==> config.mk <==
export PLATFORM = sky130hd
export DESIGN_NAME = fifo_wr_arb
export DESIGN_NICKNAME = d
export VERILOG_FILES = /design/src/rtl/fifo_wr_arb.sv
export SDC_FILE = /design/constraint.sdc
export NUM_CORES = 1
export LEC_CHECK = 0
export CAP_MARGIN = 30
export CORE_MARGIN = 3
export CORE_UTILIZATION = 43
export CTS_CLUSTER_DIAMETER = 120
export CTS_CLUSTER_SIZE = 16
export DETAILED_ROUTE_END_ITERATION = 7
export GPL_ROUTABILITY_DRIVEN = 0
export PLACE_DENSITY_LB_ADDON = 0.15
export SLEW_MARGIN = 5
export SYNTH_ARGS = -nofsm -noshare
export SYNTH_HDL_FRONTEND = slang
export SYNTH_SLANG_ARGS = --single-unit
==> constraint.sdc <==
create_clock -name clk -period 7.6 [get_ports clk]
set_clock_uncertainty 0.2 [all_clocks]
set_input_delay 2.28 -clock clk [delete_from_list [all_inputs] [get_ports clk]]
set_output_delay 2.28 -clock clk [all_outputs]
set_load 0.02 [all_outputs]
==> src/rtl/fifo_wr_arb.sv <==
// Round-robin write arbiter: N requesters share one FIFO write port, each grant
// moves at most MAX_BURST words and a full FIFO stalls the burst in place.
//
// state | meaning
// IDLE  | no owner, gnt = 0; picks next requester from ptr with wrap
// BURST | owner holds the write port until last beat or its req drops
module fifo_wr_arb #(
  parameter int N         = 4,
  parameter int DW        = 8,
  parameter int MAX_BURST = 4
) (
  input  logic            clk,
  input  logic            rst,
  input  logic [N-1:0]    req,
  input  logic [N*DW-1:0] din,
  output logic [N-1:0]    gnt,
  output logic [N-1:0]    ack,
  input  logic            f,
  output logic            WREQ,
  output logic [DW-1:0]   WD,
  output logic            busy
);

  localparam int PW = (N > 1) ? $clog2(N) : 1;

  typedef enum logic {IDLE = 1'b0, BURST = 1'b1} state_t;

  state_t          state_q, state_d;
  logic [PW-1:0]   ptr_q, ptr_d;
  logic [PW-1:0]   owner_q, owner_d;
  logic [3:0]      cnt_q, cnt_d;
  logic [N-1:0]    gnt_q, gnt_d;

  logic [PW-1:0]   pick;
  logic [PW-1:0]   idx;
  logic            found;
  logic            req_own;
  logic [DW-1:0]   wd_own;
  logic            in_burst;
  logic            last_beat;
  logic            burst_end;

  // Descending scan so the lowest offset from ptr is the one left in pick.
  always_comb begin
    pick  = ptr_q;
    found = 1'b0;
    idx   = '0;
    for (int k = N-1; k >= 0; k--) begin
      idx = PW'((int'(ptr_q) + k) % N);
      if (req[idx]) begin
        pick  = idx;
        found = 1'b1;
      end
    end
  end

  always_comb begin
    req_own = 1'b0;
    wd_own  = '0;
    for (int i = 0; i < N; i++) begin
      if (owner_q == PW'(i)) begin
        req_own = req[i];
        wd_own  = din[i*DW +: DW];
      end
    end
  end

  assign in_burst  = (state_q == BURST);
  assign WREQ      = in_burst & req_own & ~f;
  assign WD        = in_burst ? wd_own : '0;
  assign busy      = in_burst;
  assign gnt       = gnt_q;
  assign last_beat = WREQ && (cnt_q == 4'(MAX_BURST-1));
  // Last beat and req drop in the same cycle collapse into one end event.
  assign burst_end = last_beat || !req_own;

  always_comb begin
    ack = '0;
    for (int i = 0; i < N; i++) begin
      ack[i] = WREQ && (owner_q == PW'(i));
    end
  end

  always_comb begin
    state_d = state_q;
    ptr_d   = ptr_q;
    owner_d = owner_q;
    cnt_d   = cnt_q;
    gnt_d   = gnt_q;
    case (state_q)
      IDLE: begin
        gnt_d = '0;
        if (found) begin
          state_d = BURST;
          owner_d = pick;
          cnt_d   = '0;
          for (int i = 0; i < N; i++) begin
            gnt_d[i] = (pick == PW'(i));
          end
        end
      end
      BURST: begin
        if (WREQ) begin
          cnt_d = cnt_q + 4'd1;
        end
        if (burst_end) begin
          state_d = IDLE;
          gnt_d   = '0;
          cnt_d   = '0;
          ptr_d   = (owner_q == PW'(N-1)) ? '0 : owner_q + 1'b1;
        end
      end
      default: begin
        state_d = IDLE;
        gnt_d   = '0;
      end
    endcase
  end

  always_ff @(posedge clk) begin
    if (rst) begin
      state_q <= IDLE;
      ptr_q   <= '0;
      owner_q <= '0;
      cnt_q   <= '0;
      gnt_q   <= '0;
    end else begin
      state_q <= state_d;
      ptr_q   <= ptr_d;
      owner_q <= owner_d;
      cnt_q   <= cnt_d;
      gnt_q   <= gnt_d;
    end
  end

endmodule

After elaboration in Yosys (flattened, before gate mapping)
Cells that the tools add are included.

operators by class
  add/subtract/negate cells = 5
  equal/unequal tests = 10
  reduce and logical (&&, ||, !) cells = 12
  mux-type cells = 36
  bitwise operators = 4
  magnitude comparators = 4

operators with widths
  kind                 count
  $mux 8               5
  $mux 4               5
  $pmux 4 s2           2
  $mux 1               14
  $lt 2x3->1 const B   4
  $mux 2               5
  $bmux 1 s2           4
  $eq 2x2->1 const B   4
  $reduce_and 2->1     3
  $logic_and 1x1->1    5
  $add 2x1->2 const B  2
  $add 2x2->2 const B  2
  $add 4x1->4 const B  1
  $eq 2x1->1 const B   2
  $eq 4x2->1 const B   1
  $logic_not 2->1      2
  $ne 3x2->1 const B   1
  $and 1x1->1          2
  $ne 2x1->1 const B   1
  $ne 2x2->1 const B   1
  $not 1->1            2
  $pmux 1 s2           1
  $logic_not 1->1      1
  $logic_or 1x1->1     1

word-level totals
  logic and storage cells = 76
  flip-flop bits (word level) = 13
  bits of input ports = 39

Logic depth before layout (Yosys ltp)
  depth in word-level cells = 11
  gate-level depth with buffers = 8
  mapped depth without buffers = 7

Worst setup path after synthesis
OpenSTA, ideal clock, no wires.

  path kind = input-to-output
  start = input req[0]
  end = output ack[0]
  setup slack = 1,579 ps
  arrival = 3,541 ps
  data required time = 5,120 ps
  cell stages on the path = 4
  buffers on the path = 0
  path through = and3b_1 o2111a_1 nor2b_1 and2_1

on the way
  cells in the longest elaborated chain, start to end = 7

ends and longest elaborated chain
  what                       RTL line  RTL
  start, declared            14        input logic [N-1:0] req,
  $mux 1 (4 in series)       61        if (owner_q == PW'(i)) begin
  $and 1x1->1 (2 in series)  69        assign WREQ = in_burst & req_own & ~f;
  via WREQ                   19        output logic WREQ,
  $logic_and 1x1->1          80        ack[i] = WREQ && (owner_q == PW'(i));
  end, declared              17        output logic [N-1:0] ack,

The timed path passes the listed nets, and every way through them passes these cells.

Worst setup path in the final report
  start = input req[0]
  end = output ack[0]

on the way
  cells in the longest elaborated chain, start to end = 7

ends and longest elaborated chain
  what                       RTL line
  $mux 1 (4 in series)       61
  $and 1x1->1 (2 in series)  69
  $logic_and 1x1->1          80

No other way between the ends.

==> reports/metrics.cfg <==
[run_status]
status=finished, final reports clean

[clocking]
clkLatencyLatePin_ns=0.27
cts_resized=0
cts_sinks=13
cts_tree=done
cts_hold_buf=0
clk_pin_slew_ns=0.08
post_cts_buffers=0
clk_path_buf_depth=2
cts_root_buffer=clkbuf_4
cts_max_level=1
cts_made_buffers=3

[grt]
grt_pass1_vias=1263
grt_overflow=0
grt_pass1_wl_um=5644
track_usage_pct=21.77
antenna_found_initial=0
grt_max_degree=22

[logic_synthesis]
avgSynthCellArea_sq_um=6.964
synth_fa_ha_area_share_pct=5.650
syn_nets=203
async_reset_ff_share_pct=0
synth_seq_cells=13
yosys.area_share.simple_pct=40.56
synth-seq-area-share_pct=23.50
synth_top_cell_by_area=dfxtp_1
synthMuxAreaShare_pct=0.9040
synthDistinctLibCells=36
synth_area_leaders=dfxtp_1, a21oi_1, nand2_1
synth_top_family_by_area=simple AND/OR/NAND/NOR gates
synth_compound_area_share_pct=25.08
synthXorXnorAreaFrac_pct=0
synth_edf_count=0
synthCells=159
yosys_warnings=0
synth_top_area_share_pct=23.50
synth_top_flop_cell=dfxtp_1
syn_area_sq_um=1107

[timing]
slew_headroom_pct=53.57
min_period_ns=7.102
fin_hold_ws_ns=0.2644
setup_viol=0
fin_setup_tns_ns=0
final.period_utilization_pct=93.45
max_freq_mhz=140.8
rsz0062_at_grt=false
report.final.slew_viol_count=0
worst_slew_pin_slew_ns=0.6901
hold_viol=0

[floorplan]
initial_core_util_pct=47.76
ios=57
coreArea_sq_um=2318
fp-row-count=17
dieHeight_um=56.75
die_area_sq_um=3220
die_x_um=56.75

[finish]
area_growth_pct=52.88
fin_nets=256
most-common-layout-cells=clkdlybuf4s50_1, nand2_1, a21oi_1
drive_gt1_share_pct=2.844
final_area_sq_um=1693
layout_commonest_cell=clkdlybuf4s50_1
insertedDiodeCount=0

[worst_setup_path]
required_ns=5.12
cp_data_arrival_time_ns=4.62
endpoint_kind=output pin
start_kind=input pin
critPathMaxFanout=8
crit_top_cell=clkdlybuf4s50_1
cp_cell_sequence=clkdlybuf4s50_1 > and3b_1 > o2111a_1 > nor2b_1 > and2_1 > clkdlybuf4s50_1
crit_type=input pin to output pin
crit_family=buffers and inverters
critPathSlowestCell=clkdlybuf4s50_1
cpPeakStageDelay_ns=0.60
cp_num_buf_inv=2

[placed_design]
place_area_sq_um=1667
dpl.hpwl_um=2557
port_buffers=56

[routing]
vias=1310
routed_wl_um=3381
vias_per_cell=5.481
ant_nets=0
drc=0
drt_iter0_markers=31
post_drt_wl_per_cell_um=14.15
drtPass1Iterations=6

[worst_hold_path]
hold_class=flip-flop to flip-flop

[power_and_ir_drop]
irDropWorstVdd_uv=138.3
p_per_area_nw_per_um2=134.0
p_leak_nw=0.6336

[run]
maxCapViolCount=0

## where the power goes
part / switching [W] / internal, W
registers: 0.00000607 / 0.0000725
clock network: 0.0000219 / 0.0000203
logic: 0.0000491 / 0.0000569
## state kept, by name, indices dropped and copies added (netlist names)
signal   count
owner_q      2
ptr_q        2
cnt_q        4
gnt          4
busy         1
## tightest hold or removal path: cells and delay by family (launching register included)
family          cells  cell delay, ns
flops               1            0.32
compound gates      1            0.05
simple gates        1            0.05
## through the flow
step                      setup slack [ns]   power, W  utilization, %  instances
final                               0.4980  0.0002268           73.02        239
after global routing                0.4029  0.0002430           73.02        239
after CTS                           0.5351  0.0002276           73.02        239
after detailed placement            0.5422  0.0001857           71.88        235
after global placement              0.6398  0.0001828           71.88        235
after floorplan                      1.579  0.0001378               -        159
## per-layer routing
layer  part of all wire (%)  GRT usage, %
met1                     46         26.92
met2                     46         36.96
met3                    4.9         3.448
met4                    2.8         9.272
met5                      0             0
## layout make-up
cell class	count	area, sq um
multi-input combinational	135	799.5
tap	28	35.03
clock buffer	4	26.28
sequential	13	260.3
fill	192	625.6
inverter	3	11.26
timing repair buffer	56	560.5
## final timing paths
path / startpoint / endpoint / slack (ns) / depth (start not counted)
max: req[0] / ack[0] / 0.50 / 6
min reg2reg: gnt[1] / gnt[1] / 0.26 / 2
min: gnt[1] / gnt[1] / 0.26 / 2
max reg2reg: owner_q[0] / cnt_q[0] / 5.13 / 6
## cell usage after synthesis (2+ instances only)
master    instances
a21oi_1          24
a31oi_1           2
and2_1           12
and2b_1           2
and3b_1           2
buf_2             2
clkbuf_1          5
dfxtp_1          13
ha_1              5
inv_1             3
nand2_1          26
nand2b_1          2
nand3_1           4
nand3b_1         10
nor2_1            8
nor2b_1           4
nor3_1            3
o21ai_0          13
or3b_1            2
## kinds of logic (layout without fill, tap and decap cells)
logic type | Yosys count | in the layout
compound gates | 48 | 48
fa+ha+maj | 5 | 5
simple gates | 81 | 81
flops | 13 | 13
buf+inv | 11 | 63
mux | 1 | 1
Power figures use the tool's default switching activity.
